--- config.mk ---
export PLATFORM = sky130hd
export DESIGN_NAME = oled_spi_rx
export DESIGN_NICKNAME = d
export VERILOG_FILES = /design/src/rtl/oled_pkg.sv /design/src/rtl/spi_byte_rx.sv /design/src/rtl/oled_spi_rx.sv
export SDC_FILE = /design/constraint.sdc
export NUM_CORES = 1
export LEC_CHECK = 0
export CAP_MARGIN = 20
export CORE_MARGIN = 5
export CORE_UTILIZATION = 29
export DETAILED_ROUTE_END_ITERATION = 10
export PLACE_DENSITY = 0.51
export SLEW_MARGIN = 20
export SYNTH_ARGS = -nofsm -noshare
export SYNTH_HDL_FRONTEND = slang
export SYNTH_SLANG_ARGS = --single-unit
--- constraint.sdc ---
create_clock -name clock -period 1.4 [get_ports clock]
set_input_delay 0.35 -clock clock [delete_from_list [all_inputs] [get_ports clock]]
set_output_delay 0.35 -clock clock [all_outputs]
set_load 0.05 [all_outputs]
--- src/rtl/oled_pkg.sv ---
// Shared opcode constants, decoder state type and shadow defaults for the OLED link
// (used by both the driver and the oled_spi_rx responder).
package oled_pkg;

    localparam logic [7:0] OP_DISP_OFF  = 8'hAE;
    localparam logic [7:0] OP_DISP_ON   = 8'hAF;
    localparam logic [7:0] OP_SEG0      = 8'hA0;
    localparam logic [7:0] OP_SEG1      = 8'hA1;
    localparam logic [7:0] OP_COM_NORM  = 8'hC0;
    localparam logic [7:0] OP_COM_REV   = 8'hC8;
    localparam logic [7:0] OP_CHG_PUMP  = 8'h8D;
    localparam logic [7:0] OP_PRECHG    = 8'hD9;
    localparam logic [7:0] OP_COMCFG    = 8'hDA;
    localparam logic [7:0] OP_ADDR_MODE = 8'h20;

    localparam logic [7:0] PRECHARGE_RST = 8'h22;
    localparam logic [7:0] COMCFG_RST    = 8'h12;
    localparam logic [1:0] ADDR_MODE_RST = 2'b10;

    typedef enum logic {
        ST_CMD,
        ST_ARG
    } dec_state_t;

endpackage

--- src/rtl/spi_byte_rx.sv ---
// SPI byte receiver: input synchronizers, sclk edge detect, MSB-first shifter and
// frame-abort detection. Emits a one-cycle byte strobe with the latched byte and dc.
module spi_byte_rx #(
    parameter int unsigned SYNC_STAGES = 2
) (
    input  logic       clock,
    input  logic       reset,
    input  logic       cs,
    input  logic       sclk,
    input  logic       sdin,
    input  logic       dc,
    input  logic       res,
    output logic       strobe,
    output logic [7:0] rx_byte,
    output logic       rx_dc,
    output logic       abort,
    output logic       res_s
);

    // Idle pattern {cs, sclk, sdin, dc, res}: deselected, panel held in reset
    localparam logic [4:0] SYNC_RST = 5'b1_0_0_0_0;

    logic [4:0] sync_q [SYNC_STAGES];
    logic       cs_s, sclk_s, sdin_s, dc_s;
    logic       cs_q, sclk_q;
    logic [2:0] cnt;
    logic [6:0] sreg;
    logic       done;

    always_ff @(posedge clock) begin
        if (reset) begin
            for (int unsigned i = 0; i < SYNC_STAGES; i++) sync_q[i] <= SYNC_RST;
        end else begin
            sync_q[0] <= {cs, sclk, sdin, dc, res};
            for (int unsigned i = 1; i < SYNC_STAGES; i++) sync_q[i] <= sync_q[i-1];
        end
    end

    assign {cs_s, sclk_s, sdin_s, dc_s, res_s} = sync_q[SYNC_STAGES-1];

    // done marks the 8th bit; strobe follows one cycle later
    always_ff @(posedge clock) begin
        if (reset || !res_s) begin
            cs_q    <= 1'b1;
            sclk_q  <= 1'b0;
            cnt     <= '0;
            sreg    <= '0;
            rx_byte <= '0;
            rx_dc   <= 1'b0;
            done    <= 1'b0;
            strobe  <= 1'b0;
            abort   <= 1'b0;
        end else begin
            cs_q   <= cs_s;
            sclk_q <= sclk_s;
            done   <= 1'b0;
            strobe <= done;
            abort  <= 1'b0;
            if (cs_s && !cs_q && cnt != 3'd0) begin
                cnt   <= '0;
                abort <= 1'b1;
            end else if (!cs_s && sclk_s && !sclk_q) begin
                sreg <= {sreg[5:0], sdin_s};
                cnt  <= 3'(cnt + 3'd1);
                if (cnt == 3'd7) begin
                    rx_byte <= {sreg, sdin_s};
                    rx_dc   <= dc_s;
                    done    <= 1'b1;
                end
            end
        end
    end

endmodule

--- src/rtl/oled_spi_rx.sv ---
// OLED SPI responder: decodes the SSD1306-style command stream into shadow registers
// and forwards data bytes. Optional power-sequence checker: OLED_SPI_RX_SEQCHECK_EN.
module oled_spi_rx
    import oled_pkg::*;
#(
    parameter int unsigned SYNC_STAGES   = 2,
    parameter logic [7:0]  PRECHARGE_DEF = PRECHARGE_RST,
    parameter logic [7:0]  COMCFG_DEF    = COMCFG_RST
) (
    input  logic       clock,
    input  logic       reset,
    input  logic       cs,
    input  logic       sclk,
    input  logic       sdin,
    input  logic       dc,
    input  logic       res,
    input  logic       vbatc,
    input  logic       vddc,
    output logic       data_valid,
    output logic [7:0] data_byte,
    output logic       display_on,
    output logic       seg_remap,
    output logic       com_rev,
    output logic       charge_pump,
    output logic [7:0] precharge,
    output logic [7:0] com_cfg,
    output logic [1:0] addr_mode,
    output logic       unknown_cmd,
`ifdef OLED_SPI_RX_SEQCHECK_EN
    output logic       seq_err,
`endif
    output logic       proto_err
);

    logic       strobe, rx_dc, abort, res_s;
    logic [7:0] rx_byte;
    logic [7:0] pend_op;
    dec_state_t state;

    spi_byte_rx #(
        .SYNC_STAGES(SYNC_STAGES)
    ) u_rx (
        .clock   (clock),
        .reset   (reset),
        .cs      (cs),
        .sclk    (sclk),
        .sdin    (sdin),
        .dc      (dc),
        .res     (res),
        .strobe  (strobe),
        .rx_byte (rx_byte),
        .rx_dc   (rx_dc),
        .abort   (abort),
        .res_s   (res_s)
    );

    always_ff @(posedge clock) begin
        if (reset || !res_s) begin
            state       <= ST_CMD;
            pend_op     <= '0;
            data_valid  <= 1'b0;
            data_byte   <= '0;
            display_on  <= 1'b0;
            seg_remap   <= 1'b0;
            com_rev     <= 1'b0;
            charge_pump <= 1'b0;
            precharge   <= PRECHARGE_DEF;
            com_cfg     <= COMCFG_DEF;
            addr_mode   <= ADDR_MODE_RST;
            unknown_cmd <= 1'b0;
            proto_err   <= 1'b0;
        end else begin
            data_valid  <= 1'b0;
            unknown_cmd <= 1'b0;
            proto_err   <= abort;
            if (strobe) begin
                case (state)
                    ST_CMD: begin
                        if (rx_dc) begin
                            data_valid <= 1'b1;
                            data_byte  <= rx_byte;
                        end else begin
                            case (rx_byte)
                                OP_DISP_OFF: display_on <= 1'b0;
                                OP_DISP_ON:  display_on <= 1'b1;
                                OP_SEG0:     seg_remap  <= 1'b0;
                                OP_SEG1:     seg_remap  <= 1'b1;
                                OP_COM_NORM: com_rev    <= 1'b0;
                                OP_COM_REV:  com_rev    <= 1'b1;
                                OP_CHG_PUMP, OP_PRECHG, OP_COMCFG, OP_ADDR_MODE: begin
                                    pend_op <= rx_byte;
                                    state   <= ST_ARG;
                                end
                                default:     unknown_cmd <= 1'b1;
                            endcase
                        end
                    end
                    ST_ARG: begin
                        state <= ST_CMD;
                        if (rx_dc) begin
                            // Missing argument: the data byte is still forwarded
                            proto_err  <= 1'b1;
                            data_valid <= 1'b1;
                            data_byte  <= rx_byte;
                        end else begin
                            case (pend_op)
                                OP_CHG_PUMP:  charge_pump <= rx_byte[2];
                                OP_PRECHG:    precharge   <= rx_byte;
                                OP_COMCFG:    com_cfg     <= rx_byte;
                                OP_ADDR_MODE: addr_mode   <= rx_byte[1:0];
                                default:      ;
                            endcase
                        end
                    end
                    default: state <= ST_CMD;
                endcase
            end
        end
    end

`ifdef OLED_SPI_RX_SEQCHECK_EN
    // Bit 1 = vbatc, bit 0 = vddc; both active low, idle value is supply off
    logic [1:0] pwr_sync [SYNC_STAGES];
    logic [1:0] pwr_s, pwr_q;
    logic       disp_q;

    assign pwr_s = pwr_sync[SYNC_STAGES-1];

    always_ff @(posedge clock) begin
        if (reset) begin
            for (int unsigned i = 0; i < SYNC_STAGES; i++) pwr_sync[i] <= '1;
            pwr_q   <= '1;
            disp_q  <= 1'b0;
            seq_err <= 1'b0;
        end else begin
            pwr_sync[0] <= {vbatc, vddc};
            for (int unsigned i = 1; i < SYNC_STAGES; i++) pwr_sync[i] <= pwr_sync[i-1];
            pwr_q  <= pwr_s;
            disp_q <= display_on;
            if ((pwr_q[1] && !pwr_s[1] && pwr_s[0]) ||
                (display_on && !disp_q && !charge_pump) ||
                (!pwr_q[0] && pwr_s[0] && !pwr_s[1]))
                seq_err <= 1'b1;
        end
    end
`else
    logic unused_pwr;
    assign unused_pwr = vbatc ^ vddc;
`endif

endmodule
==> Yosys cells after proc, flatten, opt, wreduce, memory -nomap -nowiden <==
Memory sizes are Yosys's and may differ from the RTL's.
Cells that the tools add are included.
Widths: inputs -> output; s select.
{ "word_totals": {"out_inout_bits": 33, "ram_bits": 10, "n_memories": 1, "reg_bits": 66, "in_bits": 9} }
{ "op_classes": {"n_mux": 19, "n_reduce_logical": 30, "addsub": 1, "bitwise": 7, "n_eq_ne": 15} }
{ "memory_table": {"columns": ["memory", "words", "word_bits", "rd", "rd_clocked_by_memory_dff", "write_ports", "line_no", "source"], "rows": [
  ["u_rx.sync_q", 2, 5, 2, 0, 2, "spi_byte_rx.sv:23", "logic [4:0] sync_q [SYNC_STAGES];"]
]} }
{ "op_table": {"columns": ["op", "n"], "rows": [
  ["$eq 8x8->1 const B", 12],
  ["$reduce_and 4->1", 8],
  ["$eq 8x6->1 const B", 2],
  ["$mux 1", 12],
  ["$mux 5", 2],
  ["$reduce_or 10->1", 1],
  ["$mux 8", 1],
  ["$pmux 1 s2", 4],
  ["$reduce_or 4->1", 2],
  ["$reduce_bool 2->1", 3],
  ["$not 1->1", 5],
  ["$logic_and 1x1->1", 4],
  ["$logic_not 1->1", 4],
  ["$reduce_and 2->1", 2],
  ["$reduce_or 2->1", 2],
  ["$add 3x1->3 const B", 1],
  ["$eq 3x3->1 const B", 1],
  ["$reduce_and 3->1", 1],
  ["$reduce_bool 3->1", 1],
  ["$reduce_or 3->1", 1],
  ["$or 1x1->1", 2],
  ["$logic_or 1x1->1", 1]
]} }

==> Longest topological paths before layout <==
Gate-level depths: netlist of run 1.
{ "depth": {"depth_word": 5, "ltp_mapped": 6} }

==> Hierarchy <==
From an unflattened synthesis of run 1, not the netlist that was laid out.
{ "hier_totals": {"hier_cells": 302, "area_unflattened_um2": 2942.8} }
{ "by_module_without_submodules": {"columns": ["mod", "seq_area_each_um2", "cells_each", "area_each_um2", "n_inst"], "rows": [
  ["oled_spi_rx", 840.8, 187, 1774.2, 1],
  ["spi_byte_rx", 680.7, 115, 1168.6, 1]
]} }

==> Least setup slack after synthesis of run 1 <==
Ideal clock, no wire load.
{ "synth_timing": {"kind": "reg-to-reg", "from": "register pend_op[2]", "to": "register com_cfg[1]", "synth_period_minus_slack_ns": 1.547, "t_arrival_ns": 1.419, "setup_slack_ns": -0.147, "stages_incl_launch_ff": 5, "setup_time_ns": 0.128, "path_buffers": 0, "required_time_ns": 1.272, "cell_sequence": "dfxtp_1 -> or2_4 -> nor4_4 -> mux2i_1 -> nand2_1"} }
{ "synth_between": {"elab_chain_len": 2} }
{ "synth_rtl": {"columns": ["element", "line_no", "source"], "rows": [
  ["start, declared", "oled_spi_rx.sv:37", "logic [7:0] pend_op;"],
  ["start signal, assigned", "oled_spi_rx.sv:91", "pend_op <= rx_byte;"],
  ["$eq 8x8->1", "oled_spi_rx.sv:106", "case (pend_op)"],
  ["$reduce_and 4->1 (no line)", null, null],
  ["end signal, assigned", "oled_spi_rx.sv:109", "OP_COMCFG: com_cfg <= rx_byte;"],
  ["end, declared", "oled_spi_rx.sv:26", "output logic [7:0] com_cfg,"]
]} }
No other way between the ends.
A chain may end at the register's enable or synchronous reset.

==> Final worst setup path of run 1 <==
{ "layout_timing": {"from": "register u_rx.rx_byte[5]", "to": "register state"} }
{ "layout_between": {"elab_chain_len": 5} }
{ "layout_rtl": {"columns": ["element", "line_no", "source"], "rows": [
  ["start, declared", "spi_byte_rx.sv:14", "output logic [7:0] rx_byte,"],
  ["start signal, assigned", "spi_byte_rx.sv:66", "rx_byte <= {sreg, sdin_s};"],
  ["$eq 8x8->1 / $eq 8x6->1 (equally long branches)", "oled_spi_rx.sv:83", "case (rx_byte)"],
  ["$reduce_or 4->1 *", null, null],
  ["$mux 1 *", "oled_spi_rx.sv:83", null],
  ["$mux 1 *", "oled_spi_rx.sv:79", "if (rx_dc) begin"],
  ["$pmux 1 s2 *", "oled_spi_rx.sv:77", "case (state)"],
  ["end signal, assigned", "oled_spi_rx.sv:92", "state <= ST_ARG;"],
  ["end signal, assigned", "oled_spi_rx.sv:99", "state <= ST_CMD;"],
  ["end signal, assigned", "oled_spi_rx.sv:115", "default: state <= ST_CMD;"],
  ["end, declared", "oled_spi_rx.sv:38", "dec_state_t state;"]
]} }
Every way passes the cells marked *; elsewhere a longest branch is shown, timed or not.

==> results of run 1 <==
-- cells in the mapped netlist --
cell | number | area share
dfxtp_1 | 76 | 0.52
nand2_1 | 57 | 0.072
mux2i_1 | 38 | 0.13
nor2_1 | 35 | 0.044
a21oi_1 | 19 | 0.032
nor2b_1 | 10 | 0.021
clkbuf_1 | 7 | 0.0089
buf_6 | 6 | 0.023
and2_1 | 4 | 0.0085
nand2b_1 | 4 | 0.0085
and4_1 | 3 | 0.0089
buf_2 | 3 | 0.0051
ha_1 | 3 | 0.013
inv_1 | 3 | 0.0038
nand3_1 | 3 | 0.0051
nand3b_1 | 2 | 0.0051
nor3_1 | 2 | 0.0034
nor3b_1 | 2 | 0.0051
nor4_1 | 2 | 0.0042
nor4_4 | 2 | 0.014
nor4bb_1 | 2 | 0.0068
or2_1 | 2 | 0.0042
and3_1 | 1 | 0.0021
and4bb_1 | 1 | 0.0042
buf_8 | 1 | 0.0051
clkbuf_8 | 1 | 0.0047
nand3b_4 | 1 | 0.0068
nand4_1 | 1 | 0.0021
nand4b_2 | 1 | 0.0051
nand4bb_2 | 1 | 0.0055
nor4b_1 | 1 | 0.0030
o21a_1 | 1 | 0.0025
o21ai_0 | 1 | 0.0017
o31a_1 | 1 | 0.0030
or2_4 | 1 | 0.0030
or4b_1 | 1 | 0.0034
xnor2_1 | 1 | 0.0030
xor2_1 | 1 | 0.0030
-- final timing paths --
path / startpoint / endpoint / slack [ns] / cells after the start
worst min register to register: u_rx.sync_q[0][4] / u_rx.sync_q[0][9] / 0.41 / 1
worst max-delay path: u_rx.rx_byte[5] / state / -0.08 / 5
worst min-delay path: u_rx.sync_q[0][4] / u_rx.sync_q[0][9] / 0.41 / 1
worst max register to register: u_rx.rx_byte[5] / state / -0.08 / 5
-- state kept, by name (all words and copies together) (netlist names), 2 cells and up --
register	cells
addr_mode	2
com_cfg	8
data_byte	8
pend_op	8
precharge	8
u_rx.cnt	3
u_rx.rx_byte	8
u_rx.sreg	7
u_rx.sync_q	10
-- metal layers --
metal	global-route usage	wire [um]	vias to the layer above	share of wire
li1	-	-	1155	-
met1	0.152	3270	1029	0.50
met2	0.161	2930	33	0.45
met3	0.0295	217	5	0.033
met4	0.0427	64	0	0.0099
met5	0	0	-	0
-- area by class of cell --
cell class	count	area [um2]	area share
Sequential cell	76	1540	0.352
Multi-Input combinational cell	204	1340	0.305
Timing Repair Buffer	85	1130	0.258
Tap cell	133	166	0.0380
Clock buffer	10	138	0.0314
Clock inverter	5	52.6	0.0120
Inverter	3	11.3	0.00257
-- cell families after synthesis --
| group | Yosys count | synth area share |
|---|---|---|
| multiplexers | 38 | 0.129 |
| XOR/XNOR | 2 | 0.00593 |
| buffers and inverters | 21 | 0.0504 |
| AO/OA/AOI/OAI | 22 | 0.0394 |
| flip-flops | 76 | 0.515 |
| adder cells (fa/ha/maj) | 3 | 0.0127 |
| AND/OR/NAND/NOR | 139 | 0.247 |
-- what timing repair did --
item,in CTS,in global routing
endpoints found under the setup margin,28,40
setup buffers,3,1
gates resized for setup,9,8
pin swaps,6,3
-- where the power goes --
group          internal [mW]  switching [mW]
Combinational         0.0378          0.0285
Sequential              2.17         0.00395
Clock                  0.853           0.757
==> flow_metrics.env, run 1 <==
export IMPL_start_util=0.299
export IMPL_drv_cap=0
export IMPL_grt_first_pass_wirelength_um=10900
export IMPL_coreArea_mm2=0.00986
export IMPL_worst_ep_arrival_time_ns=1.71
export IMPL_max_freq_mhz=675
export IMPL_gp_congestion=0.790
export IMPL_final_period_utilization=1.06
export IMPL_slew_headroom=0.775
export IMPL_startpoint_type="register"
export IMPL_crit_path_max_fanout=9
export IMPL_dp_hpwl_um=4720
export IMPL_drc_errors=0
export IMPL_p_per_area_mw_per_mm2=879
export IMPL_crit_family="compound AO/OA/AOI/OAI gates"
export IMPL_port_buffers=39
export IMPL_clk_pin_slew_ns=0.07
export IMPL_utilization=0.444
export IMPL_cts_sinks=76
export IMPL_rsz0062_at_grt="yes"
export IMPL_wl_per_cell_um=12.6
export IMPL_synth_seq_cells=76
export IMPL_track_usage=0.109
export IMPL_area_growth_pct=48.3
export IMPL_layout_common_cells="dfxtp_1, nand2_1, buf_4"
export IMPL_post_dp_cell_area_mm2=0.00412
export IMPL_violations="negative setup slack"
export IMPL_htree_num_levels=3
export IMPL_drtIter0Drc=81
export IMPL_min_period_ns=1.48
export IMPL_antenna_found_initial=0
export IMPL_cts_tree="done"
export IMPL_tightest_slew_ns=0.337
export IMPL_first_pass_iters=4
export IMPL_whs_ns=0.407
export IMPL_syn_area_mm2=0.00295
export IMPL_required_ns=1.62
export IMPL_overflow=0
export IMPL_total_leakage_power_nw=1.66
export IMPL_ys_warn_count=0
export IMPL_syn_inst=301
export IMPL_numCtsBuffers=9
export IMPL_fin_setup_tns_ns=-0.761
export IMPL_fp_dieH_um=111
export IMPL_hold_viol=0
export IMPL_peakVddDrop_mv=0.481
export IMPL_ios=42
export IMPL_clock_root_buffer="clkbuf_8"
export IMPL_totalWireLength_um=6480
export IMPL_via_per_inst=4.31
export IMPL_finalSetupViolCount=18
export IMPL_holdBufCountCts=0
export IMPL_clkLatencyLatePin_ns=0.33
export IMPL_fin_area_mm2=0.00438
export IMPL_final_max_slew_viol_count=0
export IMPL_num_rows=36
export IMPL_fin_nets=391
export IMPL_clockBufferDepth=2
export IMPL_final_common_cell="dfxtp_1"
export IMPL_diodes=0
export IMPL_final_antenna_net_count=0
export IMPL_synth_nets=313
export IMPL_synth_cell_type_count=38
export IMPL_fin_skew_ns=0.00841
export IMPL_grt_start_max_net_pins=36
export IMPL_nFillCells=903
export IMPL_path_cells="and4bb_1 > and4_1 > o31a_1 > buf_12 > o21a_1"
export IMPL_dieArea_mm2=0.0123
export IMPL_hp_class="reg -> reg"
export IMPL_ys_seq_area_frac=0.515
export IMPL_max_stage_delay_ns=0.36
export IMPL_crit_buf_inv=1
export IMPL_stdcell_count=516
export IMPL_place_inst=498
export IMPL_fp_dieW_um=111
export IMPL_slowest_stage="dfxtp_2"
export IMPL_drive_above_1_share=0.324
export IMPL_vias=2222
export IMPL_finalPower_mw=3.85
export IMPL_grt_pass1_vias=2226
export IMPL_dp_slack_ns=-0.164
export IMPL_setup_slack_ns=-0.0818
export IMPL_run_status="finished with violations"
export IMPL_synth_area_per_cell_um2=9.81
export IMPL_end_kind="register"
export IMPL_worst_setup_path_type="reg -> reg"
Note: power is estimated with default switching activity, not from simulation.
==> run 2, diff against run 1 <==
--- a/config.mk
+++ b/config.mk
@@ -10,6 +10,7 @@
 export CORE_UTILIZATION = 29
 export DETAILED_ROUTE_END_ITERATION = 10
 export PLACE_DENSITY = 0.51
+export SKIP_LAST_GASP = 1
 export SLEW_MARGIN = 20
 export SYNTH_ARGS = -nofsm -noshare
 export SYNTH_HDL_FRONTEND = slang
==> run 2 against run 1 <==
  * The run still ends with negative setup slack left
  * Clock skew hardly changed
  * Clock power hardly changed
  * First-iteration DRC count stayed put
  * Sequential share of layout area hardly changed
  * Critical path depth stayed put
  * Global-route usage stayed put
  * Critical path type unchanged
  * Largest power group unchanged
==> flow_metrics.env, run 2 (synthesis results as in run 1) <==
export IMPL_max_freq_mhz=675
export IMPL_crit_path_max_fanout=9
export IMPL_cp_depth=5
export IMPL_final_max_slew_viol_count=0
export IMPL_wl_per_cell_um=12.6
export IMPL_num_rows=36
export IMPL_crit_buf_inv=1
export IMPL_diodes=0
export IMPL_stdcell_count=516
export IMPL_final_period_utilization=1.06
export IMPL_place_inst=498
export IMPL_violations="negative setup slack"
export IMPL_cts_tree="done"
export IMPL_drive_above_1_share=0.324
export IMPL_via_per_inst=4.30
export IMPL_fin_nets=391
export IMPL_path_cells="and4bb_1 > and4_1 > o31a_1 > buf_12 > o21a_1"
export IMPL_htree_num_levels=3
export IMPL_required_ns=1.62
export IMPL_crit_end="state"
export IMPL_drv_cap=0
export IMPL_rsz0062_at_grt="yes"
export IMPL_peakVddDrop_mv=0.479
export IMPL_vias=2221
export IMPL_whs_ns=0.407
export IMPL_fin_area_mm2=0.00438
export IMPL_dp_hpwl_um=4720
export IMPL_largest_register="u_rx.sync_q"
export IMPL_r2r_slack_ns=-0.08
export IMPL_ios=42
export IMPL_max_stage_delay_ns=0.36
export IMPL_clockBufferDepth=2
export IMPL_end_kind="register"
export IMPL_grt_first_pass_wirelength_um=10900
export IMPL_cp_startpoint="u_rx.rx_byte[5]"
export IMPL_nFillCells=904
export IMPL_final_antenna_net_count=0
export IMPL_hold_viol=0
export IMPL_multi_input_area_mm2=0.00134
export IMPL_area_growth_pct=48.2
export IMPL_drtIter0Drc=81
export IMPL_coreArea_mm2=0.00986
export IMPL_intPower_mw=3.06
export IMPL_gp_congestion=0.790
export IMPL_largest_register_ffs=10
export IMPL_port_buffers=39
export IMPL_startpoint_type="register"
export IMPL_holdBufCountCts=0
export IMPL_r2r_cells=5
export IMPL_min_period_ns=1.48
export IMPL_power_frac_seq=0.565
export IMPL_combPwrFrac=0.017
export IMPL_finalSetupViolCount=18
export IMPL_worst_ep_arrival_time_ns=1.71
export IMPL_cts_sinks=76
export IMPL_totalWireLength_um=6480
export IMPL_worstReg2RegEnd="state"
export IMPL_overflow=0
export IMPL_grt_start_max_net_pins=36
export IMPL_clock_root_buffer="clkbuf_8"
export IMPL_power_share_switching=0.205
export IMPL_first_pass_iters=4
export IMPL_final_common_cell="dfxtp_1"
export IMPL_start_util=0.299
export IMPL_worst_setup_path_type="reg -> reg"
export IMPL_track_usage=0.109
export IMPL_slowest_stage="dfxtp_2"
export IMPL_clockPowerShare=0.418
export IMPL_setup_slack_ns=-0.0819
export IMPL_layout_common_cells="dfxtp_1, nand2_1, buf_4"
export IMPL_seq_area_mm2=0.00154
export IMPL_grt_pass1_vias=2226
export IMPL_hp_class="reg -> reg"
export IMPL_fp_dieW_um=111
export IMPL_numCtsBuffers=9
export IMPL_p_per_area_mw_per_mm2=880
export IMPL_fin_skew_ns=0.00823
export IMPL_switchingPower_uw=789
export IMPL_crit_family="compound AO/OA/AOI/OAI gates"
export IMPL_post_dp_cell_area_mm2=0.00412
export IMPL_run_status="finished with violations"
export IMPL_antenna_found_initial=0
export IMPL_total_leakage_power_nw=1.66
export IMPL_slew_headroom=0.775
export IMPL_clk_pin_slew_ns=0.07
export IMPL_tightest_slew_ns=0.337
export IMPL_dieArea_mm2=0.0123
export IMPL_regToRegStartpoint="u_rx.rx_byte[5]"
export IMPL_drc_errors=0
export IMPL_fp_dieH_um=111
export IMPL_clkLatencyLatePin_ns=0.33
-- run 2: repair_timing --
item | CTS | global route
pin swaps | 6 | 3
resized for setup | 9 | 7
setup buffers | 3 | 1
endpoints found under the setup margin | 28 | 40
-- run 2: per-stage QoR --
| step | utilization | TNS, ns | setup slack, ns | power (mW) |
|---|---|---|---|---|
| after floorplan | - | -1.27 | -0.0902 | 2.26 |
| after global placement | 0.417 | -3.99 | -0.169 | 2.29 |
| after detailed placement | 0.417 | -4.40 | -0.164 | 2.29 |
| after CTS | 0.441 | -0.594 | -0.0882 | 3.91 |
| after global routing | 0.444 | -2.71 | -0.162 | 4.03 |
| final | 0.444 | -0.780 | -0.0819 | 3.85 |
-- run 2: how the worst min path moves through the flow --
stage	to	start	slack, ns	cells after the start
floorplan	u_rx.sync_q[0][9]	u_rx.sync_q[0][4]	0.38	1
global placement	u_rx.sync_q[0][9]	u_rx.sync_q[0][4]	0.39	1
detailed placement	u_rx.sync_q[0][9]	u_rx.sync_q[0][4]	0.40	1
CTS	u_rx.sync_q[0][9]	u_rx.sync_q[0][4]	0.41	1
global route	u_rx.strobe	u_rx.done	0.44	1
finish	u_rx.sync_q[0][9]	u_rx.sync_q[0][4]	0.41	1
-- run 2: power by group through the flow --
| stage | combinational [mW] | sequential, mW | clock (mW) |
|---|---|---|---|
| after floorplan | 0.0360 | 2.23 | 0 |
| after global routing | 0.0730 | 2.18 | 1.78 |
| after global placement | 0.0659 | 2.23 | 0 |
| final | 0.0663 | 2.18 | 1.61 |
| after detailed placement | 0.0670 | 2.23 | 0 |
| after CTS | 0.0669 | 2.18 | 1.67 |
-- run 2: layout make-up --
cell class                 instances  share of cell area
clock buffer                      10              0.0314
clock inverter                     5              0.0120
inverter                           3             0.00257
multi-input combinational        204               0.305
sequential                        76               0.353
tap                              133              0.0380
timing repair buffer              85               0.258
-- run 2: layer usage --
layer | wire length (um) | GRT usage | vias to the layer above
li1 | - | - | 1155
met1 | 3270 | 0.152 | 1028
met2 | 2930 | 0.161 | 33
met3 | 217 | 0.0295 | 5
met4 | 64 | 0.0427 | 0
met5 | 0 | 0 | -
-- run 2: worst reg2reg max path, stage by stage, from the launching register on --
cell and delay (ns):
dfxtp_2 0.36, and4bb_1 0.22, and4_1 0.18, o31a_1 0.31
buf_12 0.16, o21a_1 0.16
